File: config.mk
export PLATFORM = sky130hd
export DESIGN_NAME = cva6_lsu_store_fifo
export DESIGN_NICKNAME = d
export VERILOG_FILES = /design/src/rtl/cva6_lsu_occupancy_model_pkg.sv /design/src/rtl/cva6_lsu_occupancy_model_store_fifo.sv
export SDC_FILE = /design/constraint.sdc
export NUM_CORES = 1
export LEC_CHECK = 0
export BUFFER_PORTS_ARGS = -buffer_cell sky130_fd_sc_hd__buf_2
export CORE_MARGIN = 2
export CORE_UTILIZATION = 43
export DETAILED_ROUTE_END_ITERATION = 6
export PLACE_DENSITY = 0.66
export SYNTH_ARGS = -nofsm -noshare
export SYNTH_HDL_FRONTEND = slang
export SYNTH_SLANG_ARGS = --single-unit
File: constraint.sdc
create_clock -name clk_i -period 4.45 [get_ports clk_i]
set_clock_uncertainty 0.2 [all_clocks]
set_input_delay 0 -clock clk_i [delete_from_list [all_inputs] [get_ports clk_i]]
set_output_delay 0 -clock clk_i [all_outputs]
set_load 0.05 [all_outputs]
File: src/rtl/cva6_lsu_occupancy_model_pkg.sv
// Shared types and constants for the CVA6 LSU occupancy model.
// CVA6_LSU_PROTOCOL_CHECK_EN selects whether the simulation protocol checker is built.
package cva6_lsu_model_pkg;

  localparam int unsigned LSU_XLEN                = 32'd32;
  localparam int unsigned DEFAULT_STORE_BUF_DEPTH = 32'd2;

  typedef enum logic [0:0] {
    IDLE = 1'b0,
    WAIT = 1'b1
  } lsu_load_state_e;

  typedef struct packed {
    logic [LSU_XLEN-1:0] addr;
  } store_entry_t;

  // A depth-1 buffer still needs a 1-bit pointer so the register is never zero-width.
  function automatic int unsigned ptr_width(input int unsigned depth);
    return (depth > 32'd1) ? $clog2(depth) : 32'd1;
  endfunction

`ifdef CVA6_LSU_PROTOCOL_CHECK_EN
  localparam bit PROTOCOL_CHECK_EN = 1'b1;
`else
  localparam bit PROTOCOL_CHECK_EN = 1'b0;
`endif

endpackage

File: src/rtl/cva6_lsu_occupancy_model_store_fifo.sv
// In-order circular store buffer: push at the write pointer, pop the oldest entry.
// A pop on an empty buffer and a push on a full buffer are both ignored.
module cva6_lsu_store_fifo
  import cva6_lsu_model_pkg::*;
#(
  parameter  int unsigned DEPTH = DEFAULT_STORE_BUF_DEPTH,
  localparam int unsigned PTR_W = ptr_width(DEPTH),
  localparam int unsigned CNT_W = $clog2(DEPTH + 32'd1)
) (
  input  logic             clk_i,
  input  logic             rst_i,
  input  logic             push_i,
  input  store_entry_t     push_data_i,
  input  logic             pop_i,
  output logic             full_o,
  output logic             empty_o,
  output logic [CNT_W-1:0] count_o,
  output store_entry_t     head_o
);

  logic [PTR_W-1:0] r_wr_ptr;
  logic [PTR_W-1:0] r_rd_ptr;
  logic [CNT_W-1:0] r_count;
  logic [CNT_W-1:0] w_count_nxt;
  store_entry_t     r_mem [DEPTH];
  logic             w_do_push;
  logic             w_do_pop;

  function automatic logic [PTR_W-1:0] next_ptr(input logic [PTR_W-1:0] ptr);
    return (ptr == PTR_W'(DEPTH - 32'd1)) ? '0 : ptr + 1'b1;
  endfunction

  assign full_o    = (r_count == CNT_W'(DEPTH));
  assign empty_o   = (r_count == '0);
  assign count_o   = r_count;
  assign head_o    = r_mem[r_rd_ptr];
  assign w_do_push = push_i && !full_o;
  assign w_do_pop  = pop_i && !empty_o;

  // Occupancy update; a simultaneous push and pop leaves the count unchanged.
  always_comb begin
    w_count_nxt = r_count;
    case ({w_do_push, w_do_pop})
      2'b10:   w_count_nxt = r_count + 1'b1;
      2'b01:   w_count_nxt = r_count - 1'b1;
      default: w_count_nxt = r_count;
    endcase
  end

  // Pointer, count and storage registers.
  always_ff @(posedge clk_i) begin
    if (rst_i) begin
      r_wr_ptr <= '0;
      r_rd_ptr <= '0;
      r_count  <= '0;
      for (int i = 0; i < int'(DEPTH); i++) begin
        r_mem[i] <= '0;
      end
    end else begin
      if (w_do_push) begin
        r_mem[r_wr_ptr] <= push_data_i;
        r_wr_ptr        <= next_ptr(r_wr_ptr);
      end
      if (w_do_pop) begin
        r_rd_ptr <= next_ptr(r_rd_ptr);
      end
      r_count <= w_count_nxt;
    end
  end

endmodule

Word-level counts from Yosys, hierarchy flattened
Memory sizes are Yosys's and may differ from the RTL's. A register that Yosys moved wholly into a read port is not among the register bits.
Index checks and enable logic that the tools add are counted.
- flip-flop bits (word level): 4
- memory bits (writable): 64
- bits of input ports: 36
- output and inout bits: 36
- logic and storage cells: 31
- memories kept: 1
- add/subtract/negate cells: 4
- equal/unequal tests: 3
- multiplexer cells: 13
- reductions and logical operators: 7
- memory list (memory ; depth ; width ; rd ports ; clocked after memory_dff ; write ports ; RTL line ; RTL):
    r_mem ; 2 ; 32 ; 1 ; 1 ; 2 ; cva6_lsu_occupancy_model_store_fifo.sv:25 ; store_entry_t r_mem [DEPTH];
- operators by type and width (cell ; count):
    $mux 32 ; 1
    $reduce_or 32->1 ; 1
    $mux 1 ; 11
    $eq 2x2->1 const B ; 2
    $pmux 2 s2 ; 1
    $add 1x1->1 const B ; 2
    $add 2x1->2 const B ; 1
    $eq 2x1->1 const B ; 1
    $logic_and 1x1->1 ; 2
    $logic_not 1->1 ; 2
    $logic_not 2->1 ; 1
    $reduce_bool 2->1 ; 1
    $sub 2x1->2 const B ; 1

Longest topological paths before layout
- depth in word-level cells: 8
- depth in mapped cells: 6

Least setup slack after synthesis
OpenSTA, ideal clock, no wires.
- kind: reg2reg
- start: reg r_count[0] (netlist: count_o[0])
- end: mem r_mem[0][0] in the netlist's numbering, enable pin
- library setup time: 394 ps
- arrival: 2323 ps
- data required time: 3856 ps
- slack: 1533 ps
- cell stages (with the launch flop): 6
- path buffers: 1
- cell sequence: dfxtp_1 nand2b_2 inv_2 or3_1 buf_6 nand2b_1
- RTL lines (item ; RTL line ; RTL):
    from (decl) ; cva6_lsu_occupancy_model_store_fifo.sv:23 ; logic [CNT_W-1:0] r_count;
    from (signal assigned) ; cva6_lsu_occupancy_model_store_fifo.sv:67 ; r_count <= w_count_nxt;
    to (decl) ; cva6_lsu_occupancy_model_store_fifo.sv:25 ;

==> summary.txt <==
Synth
  • Synth Instances: 234
  • Mux share of post-synthesis cell area: between 10% and 20%
  • Distinct cell type count after synthesis: 21
  • Syn nets: about 270
  • Adder-cell share of the synthesized area: less than 1%
  • Post-Synth Simple-Gate Area: between 10% and 20%
  • Compound-gate portion of the synthesized area: less than 1%
  • Register area share after synthesis: about two thirds
  • Mean post-synth cell area: between 10 and 15 sq um
  • Largest family of logic cells by synthesized area: simple AND/OR/NAND/NOR gates
  • Cell Area, Synth: 0.003047 sq mm
  • #FFs+latches synth: 69
  • Xor/xnor share of the synthesized area: less than 1%
  • Synth warn: 0

Routing
  • WL final: slightly below 6 mm
  • Drc violations: 0
  • DR iter-0 viols: 85
  • ANT nets after route: 0
  • DR WL/cell: 13.45 microns
  • Drt pass-1 iters: 4
  • Via density: 4.622
  • DR vias: 2029

Clock tree
  • Root buffer cell: clkbuf_8
  • CTS Buf Count: 9
  • Clock Sinks: 69
  • H-tree levels: 3
  • Clk buf depth: 2
  • Clock transition at the registers of the reported paths: 0.07 ns
  • CTS tree: yes
  • Worst-skew pair later-pin latency: approximately 0.33 ns

Die
  • DIE AREA: 0.007775 sq mm
  • Die Wd: 88.18 microns
  • Row cnt: 30
  • Io pins: 72
  • Starting Density: around 45%
  • Die Ht: about 90 microns
  • Core footprint: 0.006832 sq mm

Worst hold path
  • Hold path depth: 2
  • HP Class: reg2reg
  • Min-Delay Endpoint: r_wr_ptr
  • Hold Crit Start: r_wr_ptr

Flow run
  • MaxCap Viol Count: 0

Timing
  • Fmax: approximately 410 MHz
  • Period utilisation layout: a little under three fifths
  • Hold Slack: roughly 0.30 ns
  • Hold Vio Cnt, Final: 0
  • Final Max Tran Viols: 0
  • Unrepaired setup endpoints after global routing: no
  • Fin crit period: roughly 2.5 ns
  • Slew headroom: between 40% and 50%
  • Worst-Margin Slew: 0.8542 ns
  • Final setup TNS: 0 ns
  • Setup violators final: 0

Worst setup path
  • R2r setup slk: 1.99 ns
  • CP delay by family, top: simple AND/OR/NAND/NOR gates
  • Most frequent CP cell: nand2b_2
  • Reg-to-Reg End: r_mem[0][27]
  • Setup crit start kind: flip-flop
  • CP Capture Type: flip-flop
  • FF-to-FF path depth: 5
  • Crit Path Max Fanout: 34
  • Worst EP required: between 4 and 5 ns
  • Critical path, cell by cell: nand2b_2 -> inv_2 -> or3_1 -> buf_4 -> nand2b_2
  • Worst Path Buf+Inv: 2
  • Crit path largest cell delay: between 0.6 and 0.7 ns
  • Slowest-stage cell, CP: nand2b_2
  • Worst reg2reg startpoint: count_o[0]
  • Worst Setup Path Type: reg2reg
  • Arrival time worst endpoint: around 2.2 ns

Pwr
  • Int Power: 1.329 mW
  • LEAKAGE: 1.639 nW
  • Share of total power in the clock network: ~20%
  • Sw power: 908.9 uW
  • Switching Share: between 40% and 50%
  • Seq pwr share: between 40 and 50%
  • Pwr Total: around 2.2 mW
  • Worst-case vdd ir drop: 318.6 uV
  • Logic pwr share: approximately 40%
  • PD cells: about 560 mW/mm^2

Global route
  • Largest net degree at the start of global routing: 40
  • GRT overflow: 0
  • Antenna violations before repair: 0
  • First-pass GRT wire length: 9.156 mm
  • Vias in the first global route: 2001
  • GRT Total Usage: between 15 and 20%

Final layout
  • Number of antenna cells inserted: 0
  • Area growth, synth to finish: 30.51%
  • Post-Layout Cell Count: about 440
  • Most frequent cells in the layout: buf_2, nor2_1, edfxtp_1, dlygate4sd3_1
  • Layout cells sized above 1: ~36%
  • Commonest non-fill, non-tap cell in the layout: buf_2
  • Fin nets: 375

Placement
  • Dpl hpwl: 3.420 mm
  • Placed Cells: 388
  • GPL Wtd Cong: about 0.74
  • IO Port Bufs: a little over 70

Status
  • Status: complete, no violations
through the flow:
stage	setup slack [ns]	util, %	area (sq um)
global placement	2.046	50.55	3453
finish	1.993	58.21	3976
floorplan	1.533	-	3047
global route	1.809	58.21	3976
CTS	1.988	58.21	3976
detailed placement	2.006	50.55	3453
cell usage after synthesis:
| master | count | area share [%] |
|---|---|---|
| a21oi_1 | 2 | 0.33 |
| inv_2 | 1 | 0.12 |
| nand3_1 | 1 | 0.16 |
| xor2_1 | 1 | 0.29 |
| dfxtp_1 | 5 | 3.3 |
| edfxtp_1 | 64 | 63 |
| nand2_1 | 1 | 0.12 |
| ha_1 | 1 | 0.41 |
| or3_1 | 2 | 0.41 |
| buf_6 | 4 | 1.5 |
| inv_1 | 1 | 0.12 |
| buf_2 | 3 | 0.49 |
| nor2_2 | 1 | 0.21 |
| nand2b_2 | 1 | 0.29 |
| o21a_1 | 1 | 0.25 |
| mux2_2 | 32 | 12 |
| nand2b_1 | 34 | 7.0 |
| o21ai_0 | 2 | 0.33 |
| xnor2_1 | 2 | 0.58 |
| clkbuf_1 | 8 | 0.99 |
| nor2_1 | 67 | 8.3 |
worst max-delay path by stage:
stage,depth (start not counted),start,to
global placement,5,count_o[0],r_mem[0][16]
global route,5,count_o[0],r_mem[0][27]
finish,5,count_o[0],r_mem[0][27]
floorplan,5,count_o[0],r_mem[0][0]
CTS,5,count_o[0],r_mem[0][2]
detailed placement,5,count_o[0],r_mem[0][18]
flip-flops by register name (all words and copies together), names as in the netlist, named ones only:
signal    cells
count_o       2
r_rd_ptr      1
r_mem        64
r_wr_ptr      1
area by class of cell:
| type | count | area [sq um] |
|---|---|---|
| repair buffers | 108 | 720.7 |
| multi-input cells | 148 | 932.1 |
| flip-flops and latches | 69 | 2023 |
| clock buffers | 14 | 162.7 |
| inverters | 2 | 7.507 |
| clock inverters | 2 | 10.01 |
| well taps | 96 | 120.1 |
| fillers | 615 | 2855 |
metal layers:
metal  GRT usage (%)  up-vias  part of all wire (%)
met3           4.053        9                   4.1
li1                -     1008                     -
met1           17.92      959                    42
met5               0        -                     0
met2           28.84       53                    52
met4           8.540        0                   2.3
power groups by stage:
stage / Combinational (mW) / Clock, mW / Sequential (mW)
after floorplan: 0.720 / 0 / 0.901
after CTS: 0.891 / 0.452 / 0.914
final: 0.883 / 0.447 / 0.908
after global routing: 0.935 / 0.483 / 0.928
after global placement: 0.861 / 0 / 0.921
after detailed placement: 0.865 / 0 / 0.927
worst reg2reg max path, cell delays in order (launching register included):
cell and delay [ns]:
dfxtp_1 0.43, nand2b_2 0.19, inv_2 0.04, or3_1 0.30, buf_4 0.26, nand2b_2 0.65
logic make-up (layout without fill, tap and decap cells):
kind of cell	Yosys count	in the layout
multiplexers	32	32
adder cells (fa/ha/maj)	1	1
buffers and inverters	17	126
AO/OA/AOI/OAI	5	5
flip-flops	69	69
XOR/XNOR	3	3
AND/OR/NAND/NOR	107	107
what timing repair did:
item	4_1_cts	5_1_grt
resized for setup	0	0
endpoints found under the hold margin	69	0
setup buffers	0	0
hold buffers	35	0
Note: power is estimated with default switching activity, not from simulation.
